--- src/rtl/signal_characterizer.sv ---
// signal_characterizer
//   Per-channel waveform characterizer. Over a window of 2^WINDOW_BITS accepted
//   samples it tracks the signed minimum and maximum, and measures the period
//   between rising crossings of a hysteresis band centred on the midpoint of
//   the previously published min/max. Results publish one clock after the
//   window's last sample, with a one-cycle measurementValid pulse.
//
// Ports
//   clock            sole clock, rising edge
//   reset            asynchronous, active-high reset
//   sampleReady      single-cycle strobe; sample accepted when high
//   sample           signed ADC sample, DATA_BITS wide
//   signalMin        signed minimum of last completed window
//   signalMax        signed maximum of last completed window
//   signalPeriod     unsigned period in samples (0 = none found)
//   measurementValid one-cycle pulse when the three outputs update
module signal_characterizer #(
  parameter int DATA_BITS   = 12,
  parameter int WINDOW_BITS = 12,
  parameter int HYSTERESIS  = 16
) (
  input  logic                 clock,
  input  logic                 reset,
  input  logic                 sampleReady,
  input  logic [DATA_BITS-1:0] sample,
  output logic [DATA_BITS-1:0] signalMin,
  output logic [DATA_BITS-1:0] signalMax,
  output logic [DATA_BITS-1:0] signalPeriod,
  output logic                 measurementValid
);

  localparam logic [0:0] WAIT_LOW  = 1'b0;
  localparam logic [0:0] WAIT_HIGH = 1'b1;

  logic [WINDOW_BITS-1:0]      win_cnt;
  logic signed [DATA_BITS-1:0] run_min;
  logic signed [DATA_BITS-1:0] run_max;
  logic signed [DATA_BITS-1:0] sample_s;
  logic signed [DATA_BITS-1:0] next_min;
  logic signed [DATA_BITS-1:0] next_max;
  logic                        first_sample;
  logic                        last_sample;
  logic                        publish_pending;

  logic [0:0]                  state;
  logic [DATA_BITS-1:0]        period_cnt;
  logic [DATA_BITS-1:0]        period_capt;
  logic                        period_found;
  logic                        seen_crossing;
  logic                        crossing;

  logic signed [DATA_BITS:0]   mid_sum;
  logic signed [DATA_BITS:0]   midpoint;
  logic signed [DATA_BITS+1:0] thr_high;
  logic signed [DATA_BITS+1:0] thr_low;
  logic signed [DATA_BITS+1:0] sample_ext;

  // Combinational datapath: running extremes and hysteresis thresholds
  always_comb begin
    sample_s     = $signed(sample);
    first_sample = (win_cnt == '0);
    last_sample  = (win_cnt == '1);

    next_min = run_min;
    next_max = run_max;
    if (first_sample) begin
      next_min = sample_s;
      next_max = sample_s;
    end else begin
      if (sample_s < run_min) next_min = sample_s;
      if (sample_s > run_max) next_max = sample_s;
    end

    // Thresholds derive from the published outputs and are widened so the
    // band offset can never wrap around the sample range.
    mid_sum    = $signed({signalMax[DATA_BITS-1], signalMax})
               + $signed({signalMin[DATA_BITS-1], signalMin});
    midpoint   = mid_sum >>> 1;
    thr_high   = $signed({midpoint[DATA_BITS], midpoint})
               + $signed((DATA_BITS+2)'(HYSTERESIS));
    thr_low    = $signed({midpoint[DATA_BITS], midpoint})
               - $signed((DATA_BITS+2)'(HYSTERESIS));
    sample_ext = $signed({{2{sample[DATA_BITS-1]}}, sample});

    crossing = sampleReady && (state == WAIT_HIGH) && (sample_ext >= thr_high);
  end

  // Window counter and running min/max
  always_ff @(posedge clock or posedge reset) begin
    if (reset) begin
      win_cnt         <= '0;
      run_min         <= '0;
      run_max         <= '0;
      publish_pending <= 1'b0;
    end else begin
      publish_pending <= sampleReady && last_sample;
      if (sampleReady) begin
        win_cnt <= win_cnt + 1'b1;
        run_min <= next_min;
        run_max <= next_max;
      end
    end
  end

  // Crossing FSM
  always_ff @(posedge clock or posedge reset) begin
    if (reset) begin
      state <= WAIT_LOW;
    end else if (sampleReady) begin
      case (state)
        WAIT_LOW:  if (sample_ext <= thr_low) state <= WAIT_HIGH;
        WAIT_HIGH: if (crossing) state <= WAIT_LOW;
        default:   state <= WAIT_LOW;
      endcase
    end
  end

  // Period measurement and publish. The running min/max registers still hold
  // the completed window on the publish edge even if a new sample lands on
  // that same edge, because the new value only appears after it. A crossing
  // on the publish edge belongs to the new window, so its flag set wins over
  // the publish clear.
  always_ff @(posedge clock or posedge reset) begin
    if (reset) begin
      period_cnt       <= '0;
      period_capt      <= '0;
      period_found     <= 1'b0;
      seen_crossing    <= 1'b0;
      signalMin        <= '0;
      signalMax        <= '0;
      signalPeriod     <= '0;
      measurementValid <= 1'b0;
    end else begin
      measurementValid <= publish_pending;
      if (publish_pending) begin
        signalMin    <= run_min;
        signalMax    <= run_max;
        signalPeriod <= period_found ? period_capt : '0;
        period_found <= 1'b0;
      end
      if (sampleReady) begin
        if (crossing) begin
          period_cnt    <= {{(DATA_BITS-1){1'b0}}, 1'b1};
          seen_crossing <= 1'b1;
          if (seen_crossing) begin
            period_capt  <= period_cnt;
            period_found <= 1'b1;
          end
        end else if (period_cnt != '1) begin
          period_cnt <= period_cnt + 1'b1;
        end
      end
    end
  end

endmodule

--- config.mk ---
export PLATFORM = sky130hd
export DESIGN_NAME = signal_characterizer
export DESIGN_NICKNAME = d
export VERILOG_FILES = /design/src/rtl/signal_characterizer.sv
export SDC_FILE = /design/constraint.sdc
export NUM_CORES = 1
export LEC_CHECK = 0
export BUFFER_PORTS_ARGS = -buffer_cell sky130_fd_sc_hd__buf_4
export CORE_MARGIN = 3
export CORE_UTILIZATION = 42
export DETAILED_ROUTE_END_ITERATION = 8
export HOLD_SLACK_MARGIN = 0.12
export SYNTH_ARGS = -nofsm -noshare
export SYNTH_HDL_FRONTEND = slang
export SYNTH_SLANG_ARGS = --single-unit
--- constraint.sdc ---
create_clock -name clock -period 4.3 [get_ports clock]
set_clock_uncertainty 0.1 [all_clocks]
set_input_delay 0.43 -clock clock [delete_from_list [all_inputs] [get_ports clock]]
set_output_delay 0.43 -clock clock [all_outputs]
set_load 0.005 [all_outputs]
==> qor.yml <==
status: "complete, no violations"
syn-instance-count: 551
gp_congestion: 0.9331
synth.most_common_cell: "dfrtp_1"
worstSetupStartpointType: "register"
syn_to_final_growth_pct: 18.04
cts_tree: "built"
clock.fmax_mhz: 245.1
synth_top_family_by_area: "adder cells"
clock_path_buffers: 2
die_w_um: 124.5
nNetsFinal: 690
initial_core_util: 0.4364
final_area_um2: 6958
setup_tns_ns: 0
diodes: 0
grt_pass1_wl_mm: 22.30
yosysTopAreaCellShare: 0.4288
seqPwrFrac: 0.449
crit_start: "signalMin[8]"
synth_compound_area_frac: 0.1017
clk_pin_slew_worst_paths_ns: 0.07
synth_top_area_cell: "dfrtp_1"
cts_sinks: 101
syn-cell-area_um2: 5894
ant_nets: 0
p_int_mw: 1.986
period_needed_ns: 4.080
synth-seq-area-share: 0.4288
p_sw_frac: 0.3194
fin_crit_sh: 0.9488
yosysWarnings: 0
grt_pass1_vias: 4428
r2r-end: "period_capt[11]"
cts-htree-levels: 3
track_usage: 0.1759
tightest_slew_ns: 1.067
synthFlopType: "dfrtp_1"
routed_wl_mm: 12.98
r2r-start: "signalMin[8]"
io_buffers: 51
cts-root-buf: "clkbuf_16"
cpPeakStageDelay_ns: 0.50
fillers: 1181
die_height_um: 124.5
post-place-ws_ns: 0.04852
synth_xor_area_frac: 0.05944
critPathArrivalTime_ns: 4.21
hold_viol_final: 0
via_per_inst: 5.321
crit_path_max_fanout: 6
syn_avg_cell_area_um2: 10.70
critPathKind: "register to register"
firstDrtPassIters: 4
ff_latch_area_um2: 2529
first_iter_violations: 245
ios: 52
yosys-top-cells-count: "dfrtp_1 (101), ha_1 (60), inv_1 (51)"
hold_path_class: "input pin to async pin"
row_count: 42
vdd_drop_max_mv: 0.1920
stdcell_count: 795
clk_latency_ns: 0.35
routedWlPerCell_um: 16.33
place_inst: 775
setup_ws_ns: 0.2202
synth.area.mux_share: 0.1206
switching_power_mw: 0.9317
crit_required_ns: 4.43
grt_overflow: 0
leakagePower_nw: 3.399
synth_nets: 627
synthArstFlopShare: 1.000
power-per-cell-area_nw_per_um2: 419.3
layout-drive-gt1-share: 0.2730
coreArea_um2: 13510
crit_slowest_cell: "o21ai_0"
maxCapViolations: 0
ys_types: 53
synth.area.top_cells: "dfrtp_1 (43%), ha_1 (13%), mux2_2 (9.2%)"
place_area_um2: 6520
setup_viol: 0
yosys.area_share.simple: 0.1155
r2r_slack_ns: 0.22
p_comb_frac: 0.287
synth_fa_ha_area_frac: 0.1308
grt_max_degree: 72
hpwlAfterDp_mm: 9.528
multi_input_area_um2: 3243
cts_buffers: 9
cp-end-kind: "register"
timing.hold.ws_ns: 0.1808
synth_edf_count: 0
crit_path_cell_trace: "ha_1 > nand2_1 > o21ai_0 > or3_1 > and4_1 > nand4b_1 > xnor2_1 > ha_1 > nand4_1 > nor2_2 > o31ai_1 > o211ai_1 > mux2i_1 > nor2_2 > buf_6 > mux2_2"
post-route-drc-count: 0
via_count: 4230
antenna_found_initial: 0
maxSlewHeadroom: 0.2885
r2r.worst_path.cells: 16
slew_viol_final: 0
p_clk_frac: 0.264
synth_seq_cells: 101
die_area_um2: 15490
state kept, by name, indices dropped and copies added, names as in the netlist:
signal	cells
period_capt	12
period_cnt	12
run_max	12
run_min	12
signalMax	12
signalMin	12
signalPeriod	12
win_cnt	12
measurementValid	1
period_found	1
publish_pending	1
seen_crossing	1
state	1
layout by cell type (no fill, tap or decap), types with 6 or more instances in the layout:
cell type	instances
dfrtp_1	100
buf_4	63
ha_1	56
inv_1	50
mux2_2	48
nor2_1	29
xnor2_1	26
nand2_1	26
nand3_1	22
o21ai_0	19
a21o_1	16
a21oi_1	16
nand4_1	15
xor2_1	13
mux2_4	10
clkbuf_16	9
o21a_1	6
repair_timing:
action | 4_1_cts | 5_1_grt
buffers inserted | 0 | 3
hold buffers | 0 | 0
resized for setup | 0 | 35
endpoints found under the hold margin | 0 | 0
endpoints found under the setup margin | 0 | 27
metal layers:
metal | vias up | share of wire | GRT usage
met1 | 2074 | 0.51 | 0.2547
met2 | 73 | 0.44 | 0.2656
met3 | 15 | 0.040 | 0.03216
li1 | 2068 | - | -
met4 | 0 | 0.016 | 0.05932
met5 | - | 0 | 0
layout make-up:
type                            count  area share
Sequential cell                   101      0.3634
Multi-Input combinational cell    386      0.4661
Clock buffer                       10     0.03291
Inverter                           51     0.02787
Tap cell                          176     0.03165
Timing Repair Buffer               65     0.07121
Clock inverter                      6    0.006833
per-stage QoR:
step                  util  power [mW]
finish              0.5152       2.917
global placement    0.4828       2.130
global route        0.5152       3.130
detailed placement  0.4828       2.162
floorplan                -       1.937
CTS                 0.5032       2.943
power by group through the flow:
| stage | clock [mW] | sequential [mW] | combinational (mW) |
|---|---|---|---|
| 2_1_floorplan | 0 | 1.27 | 0.663 |
| 3_3_place_gp | 0 | 1.32 | 0.810 |
| 3_5_place_dp | 0 | 1.32 | 0.837 |
| 4_1_cts | 0.793 | 1.31 | 0.842 |
| 5_1_grt | 0.833 | 1.35 | 0.953 |
| 6_report | 0.770 | 1.31 | 0.838 |
worst max-delay path by stage:
stage,endpoint,slack (ns)
final,period_capt[11],0.22
after global routing,period_capt[10],-0.006
after CTS,period_capt[7],0.03
after detailed placement,period_capt[10],0.05
after global placement,period_capt[3],0.18
after floorplan,period_capt[0],0.24
critical path, delay by kind of cell, from the launching register on:
kind                     cells  cell delay (ns)
adder cells (fa/ha/maj)      2             0.74
multiplexers                 2             0.47
AO/OA/AOI/OAI                3             0.68
XOR/XNOR                     1             0.16
AND/OR/NAND/NOR              7             1.23
buffers and inverters        1             0.18
flip-flops                   1             0.41
kinds of logic (layout without fill, tap and decap cells):
logic type	count (synthesis)	after routing
AOI/OAI and AO/OA	90	90
xor gates and xnor gates	40	40
adders and majority gates	61	61
buffers and inverters	64	132
DFF	101	101
muxes	60	60
and+or+nand+nor	135	135
Power figures use the tool's default switching activity.
